## config.mk

```make
export PLATFORM = sky130hd
export DESIGN_NAME = led_pattern_scheduler
export DESIGN_NICKNAME = d
export VERILOG_FILES = /design/src/rtl/led_pattern_scheduler.sv
export SDC_FILE = /design/constraint.sdc
export NUM_CORES = 1
export LEC_CHECK = 0
export ABC_AREA = 1
export CAP_MARGIN = 20
export CORE_MARGIN = 5
export CORE_UTILIZATION = 45
export CTS_BUF_LIST = sky130_fd_sc_hd__clkbuf_8
export DETAILED_ROUTE_END_ITERATION = 12
export HOLD_SLACK_MARGIN = 0.1
export PLACE_DENSITY = 0.63
export SYNTH_ARGS = -nofsm -noshare
export SYNTH_HDL_FRONTEND = slang
export SYNTH_SLANG_ARGS = --single-unit
```

## constraint.sdc

```tcl
create_clock -name i_clock -period 2.25 [get_ports i_clock]
set_clock_uncertainty 0.1 [all_clocks]
set_input_delay 0.3375 -clock i_clock [delete_from_list [all_inputs] [get_ports i_clock]]
set_output_delay 0.3375 -clock i_clock [all_outputs]
set_load 0.01 [all_outputs]
```

## src/rtl/led_pattern_scheduler.sv

```systemverilog
// Status-LED blink scheduler: a 4-deep command FIFO of {rate, repeat} feeding a blink/gap sequencer.
// Optional synchronous abort/flush input is compiled in with the LED_SCHED_ABORT_EN macro.
module led_pattern_scheduler #(
  parameter int unsigned HALF_100   = 125000 - 1,
  parameter int unsigned HALF_50    = 250000 - 1,
  parameter int unsigned HALF_10    = 1250000 - 1,
  parameter int unsigned HALF_1     = 12500000 - 1,
  parameter int unsigned GAP_CYCLES = 2500000
) (
  input  logic       i_clock,
  input  logic       i_reset_n,
  input  logic       i_cmd_valid,
  input  logic [1:0] i_cmd_rate,
  input  logic [7:0] i_cmd_repeat,
  output logic       o_cmd_ready,
  output logic       o_led_drive,
  output logic [1:0] o_rate_sel,
  output logic       o_busy,
  output logic       o_done,
  output logic [2:0] o_fifo_count
`ifdef LED_SCHED_ABORT_EN
  ,
  input  logic       i_abort
`endif
);

  // One shared counter serves both blink phases and the gap, so size it for the largest terminal value.
  localparam int unsigned MAX_A   = (HALF_100 > HALF_50) ? HALF_100 : HALF_50;
  localparam int unsigned MAX_B   = (HALF_10 > HALF_1) ? HALF_10 : HALF_1;
  localparam int unsigned MAX_H   = (MAX_A > MAX_B) ? MAX_A : MAX_B;
  localparam int unsigned MAX_ALL = (MAX_H > GAP_CYCLES) ? MAX_H : GAP_CYCLES;
  localparam int unsigned CW      = (MAX_ALL < 2) ? 1 : $clog2(MAX_ALL + 1);

  localparam int unsigned GAP_LAST_I = (GAP_CYCLES == 0) ? 0 : GAP_CYCLES - 1;

  localparam logic [CW-1:0] H100     = CW'(HALF_100);
  localparam logic [CW-1:0] H50      = CW'(HALF_50);
  localparam logic [CW-1:0] H10      = CW'(HALF_10);
  localparam logic [CW-1:0] H1       = CW'(HALF_1);
  localparam logic [CW-1:0] GAP_LAST = CW'(GAP_LAST_I);

  typedef enum logic [1:0] {IDLE, LOAD, RUN, GAP} state_t;

  // A command either drops into the dark gap or straight back to IDLE when no gap is configured.
  localparam state_t POST = (GAP_CYCLES == 0) ? IDLE : GAP;

  state_t        state;
  logic [9:0]    fifo_mem [4];
  logic [1:0]    wr_ptr;
  logic [1:0]    rd_ptr;
  logic [2:0]    count;
  logic [7:0]    remaining;
  logic [CW-1:0] cnt;
  logic          phase_on;
  logic          push;
  logic          pop;
  logic          abort;
  logic [CW-1:0] half_sel;
  logic [1:0]    head_rate;
  logic [7:0]    head_repeat;

`ifdef LED_SCHED_ABORT_EN
  assign abort = i_abort;
`else
  assign abort = 1'b0;
`endif

  assign o_cmd_ready  = (count != 3'd4);
  assign o_fifo_count = count;
  assign o_busy       = (state != IDLE);

  assign push        = i_cmd_valid && o_cmd_ready && !abort;
  assign pop         = (state == LOAD) && !abort;
  assign head_rate   = fifo_mem[rd_ptr][9:8];
  assign head_repeat = fifo_mem[rd_ptr][7:0];

  always_comb begin
    half_sel = H100;
    case (o_rate_sel)
      2'b00:   half_sel = H100;
      2'b01:   half_sel = H50;
      2'b10:   half_sel = H10;
      default: half_sel = H1;
    endcase
  end

  always_ff @(posedge i_clock) begin
    if (push) begin
      fifo_mem[wr_ptr] <= {i_cmd_rate, i_cmd_repeat};
    end
  end

  always_ff @(posedge i_clock or negedge i_reset_n) begin
    if (!i_reset_n) begin
      wr_ptr <= 2'd0;
      rd_ptr <= 2'd0;
      count  <= 3'd0;
    end else if (abort) begin
      wr_ptr <= 2'd0;
      rd_ptr <= 2'd0;
      count  <= 3'd0;
    end else begin
      if (push) wr_ptr <= wr_ptr + 2'd1;
      if (pop)  rd_ptr <= rd_ptr + 2'd1;
      case ({push, pop})
        2'b10:   count <= count + 3'd1;
        2'b01:   count <= count - 3'd1;
        default: count <= count;
      endcase
    end
  end

  always_ff @(posedge i_clock or negedge i_reset_n) begin
    if (!i_reset_n) begin
      state       <= IDLE;
      o_rate_sel  <= 2'b00;
      remaining   <= 8'd0;
      cnt         <= '0;
      phase_on    <= 1'b0;
      o_led_drive <= 1'b0;
      o_done      <= 1'b0;
    end else begin
      o_done <= 1'b0;
      if (abort) begin
        state       <= IDLE;
        remaining   <= 8'd0;
        cnt         <= '0;
        phase_on    <= 1'b0;
        o_led_drive <= 1'b0;
      end else begin
        unique case (state)
          IDLE: begin
            // A zero-repeat command completes in LOAD, so its done pulse is raised on entry to LOAD.
            if (count != 3'd0) begin
              state  <= LOAD;
              o_done <= (head_repeat == 8'd0);
            end
          end
          LOAD: begin
            o_rate_sel <= head_rate;
            remaining  <= head_repeat;
            cnt        <= '0;
            if (head_repeat == 8'd0) begin
              state <= POST;
            end else begin
              state       <= RUN;
              phase_on    <= 1'b1;
              o_led_drive <= 1'b1;
            end
          end
          RUN: begin
            if (cnt == half_sel) begin
              cnt <= '0;
              if (phase_on) begin
                phase_on    <= 1'b0;
                o_led_drive <= 1'b0;
              end else if (remaining == 8'd1) begin
                remaining <= 8'd0;
                o_done    <= 1'b1;
                state     <= POST;
              end else begin
                remaining   <= remaining - 8'd1;
                phase_on    <= 1'b1;
                o_led_drive <= 1'b1;
              end
            end else begin
              cnt <= cnt + 1'b1;
            end
          end
          GAP: begin
            if (cnt == GAP_LAST) begin
              cnt   <= '0;
              state <= IDLE;
            end else begin
              cnt <= cnt + 1'b1;
            end
          end
          default: state <= IDLE;
        endcase
      end
    end
  end

endmodule

```

==> impl_metrics.json <==
{
  "reg2reg_depth": 11,
  "die_y_microns": 115,
  "ant_nets": 0,
  "clk_path_buf_depth": 2,
  "viasPerCell": 5.14,
  "antenna_found_initial": 0,
  "endpoint_kind": "primary output",
  "fmax_mhz": 459,
  "avgSynthCellArea_sq_um": 7.76,
  "ioPinCount": 22,
  "required_ns": 1.81,
  "ys.flop_type": "dfrtp_1",
  "wl_microns": 11700,
  "finish.utilization": 0.526,
  "track_usage": 0.191,
  "syn_to_final_growth_pct": 14.0,
  "leakage_nw": 2.62,
  "ys_ff_latch": 86,
  "hold_depth": 2,
  "hold_path_class": "reg2reg",
  "firstDrtPassIters": 5,
  "place_congestion": 0.966,
  "row_count": 38,
  "drc": 0,
  "period_minus_slack_ns": 2.18,
  "fin_area_sq_um": 5700,
  "ir_worst_vdd_mv": 0.593,
  "vias": 4241,
  "power_density_nw_per_um2": 627,
  "place_area_sq_um": 5420,
  "hpwl_microns": 8610,
  "drv_cap": 0,
  "setup_viol": 0,
  "rrSetupSlack_ns": 0.16,
  "die_area_sq_um": 13300,
  "portBuffers": 21,
  "numCtsBuffers": 9,
  "cp-start-kind": "flip-flop",
  "maxSlewHeadroom": 0.554,
  "cts_tree": "done",
  "synth.yosys.warnings": 0,
  "pre_cts_slack_ns": 0.101,
  "final_max_slew_viol_count": 0,
  "final_cell_mix": "nand2_1, nand3_1, inv_1",
  "drt_first_iter_violations": 274,
  "path_max_fanout": 4,
  "syn-num-nets": 676,
  "synth-edff-count": 40,
  "n_antenna_cell": 0,
  "nets": 712,
  "h-tree-depth": 3,
  "path_clk_slew_ns": 0.10,
  "crit_start": "state[1]",
  "timing.rr.end": "state[1]",
  "clock-sinks": 86,
  "crit_arrival_ns": 1.74,
  "fin_ws_ns": 0.0718,
  "fill_cells": 1017,
  "synth_cell_type_count": 29,
  "tightest_slew_ns": 0.662,
  "grt_max_degree": 30,
  "grt_pass1_vias": 4114,
  "root_buffer": "clkbuf_8",
  "status": "finished clean",
  "final_common_cell": "nand2_1",
  "fp.dieW_microns": 115,
  "start_util": 0.461,
  "finalHoldViolCount": 0,
  "fin_crit_sh": 0.968,
  "syn_area_sq_um": 5000,
  "clk_latency_ns": 0.37,
  "wl_per_cell_microns": 14.2,
  "syn_inst": 644,
  "synth.yosys.seq_area_share": 0.471,
  "synthArstFlopShare": 0.535,
  "critPathKind": "reg2out",
  "globalRouteOverflowTotal": 0,
  "drive_gt1_frac": 0.0920,
  "grt_pass1_wl_microns": 19900,
  "rr_startpoint": "cnt[0]",
  "coreArea_sq_um": 10800,
  "endpoint": "o_busy"
}
==> metal layers <==
| metal | up-vias | share of wire | track usage |
|---|---|---|---|
| li1 | 2145 | - | - |
| met1 | 1952 | 0.47 | 0.270 |
| met2 | 120 | 0.44 | 0.296 |
| met3 | 24 | 0.063 | 0.0316 |
| met4 | 0 | 0.024 | 0.0712 |
| met5 | - | 0 | 0 |
==> registers in the layout, summed over array words and instances (netlist names) <==
| signal | cells |
|---|---|
| cnt | 24 |
| fifo_mem | 40 |
| o_done | 1 |
| o_fifo_count | 3 |
| o_led_drive | 1 |
| o_rate_sel | 2 |
| phase_on | 1 |
| rd_ptr | 2 |
| remaining | 8 |
| state | 2 |
| wr_ptr | 2 |
==> through the flow <==
step | power, mW | hold slack (ns) | setup TNS [ns] | std cells
5_1_grt | 3.76 | 0.422 | -0.0726 | 825
2_1_floorplan | 2.22 | -0.0581 | 0 | 644
6_report | 3.57 | 0.383 | 0 | 825
4_1_cts | 3.61 | 0.393 | 0 | 821
3_3_place_gp | 2.49 | 0.300 | 0 | 803
3_5_place_dp | 2.51 | 0.309 | 0 | 803
==> Yosys cell counts, drive strengths merged (4+ instances only) <==
library cell	number	area share
nand2	227	0.17
nor3	8	0.0080
edfxtp	40	0.24
o21ai	25	0.025
dfrtp	46	0.23
buf	13	0.017
nor2	64	0.050
clkbuf	9	0.0068
nand3	70	0.073
o22ai	7	0.0088
a21oi	6	0.0060
nand4	17	0.021
xnor2	4	0.0070
ha	18	0.045
xor2	13	0.023
inv	69	0.052
==> repair_timing <==
action                                  4_1_cts  5_1_grt
hold buffers                                  1        0
resized for setup                             0       10
buffers inserted                              1        4
hold endpoints to repair                     27        0
endpoints found under the setup margin        1       34
pin swaps                                     0        0
==> critical path, cell delays in order (launching register included) <==
cell,delay (ns)
dfrtp_1,0.42
inv_1,0.10
ha_1,0.25
inv_1,0.07
clkdlybuf4s50_1,0.52
==> kinds of logic after synthesis <==
family,count (synthesis),share of synthesized area
buffers and inverters,92,0.0764
XOR/XNOR,17,0.0298
AND/OR/NAND/NOR,390,0.331
flip-flops,86,0.471
adder cells (fa/ha/maj),19,0.0491
AO/OA/AOI/OAI,40,0.0428
==> report_power, final <==
part / switching [mW] / total (mW) / internal (mW)
clock: 0.672 / 1.11 / 0.440
combinational: 0.320 / 0.545 / 0.225
sequential: 0.0701 / 1.92 / 1.85
total: 1.06 / 3.57 / 2.51
==> area by class of cell <==
type | instances | area [sq um] | share of cell area
sequential | 86 | 2360 | 0.413
multi-input combinational | 466 | 2290 | 0.401
timing repair buffer | 47 | 419 | 0.0736
inverter | 70 | 263 | 0.0461
tap | 140 | 175 | 0.0307
clock buffer | 9 | 124 | 0.0217
clock inverter | 7 | 75.1 | 0.0132
==> worst min path at each step <==
stage / end / from / slack (ns)
finish: remaining[1] / remaining[1] / 0.38
global placement: cnt[19] / i_reset_n / 0.30
detailed placement: cnt[19] / i_reset_n / 0.31
floorplan: cnt[0] / i_reset_n / -0.06
CTS: remaining[1] / remaining[1] / 0.39
global route: remaining[1] / remaining[1] / 0.42
Note: power is estimated with default switching activity, not from simulation.
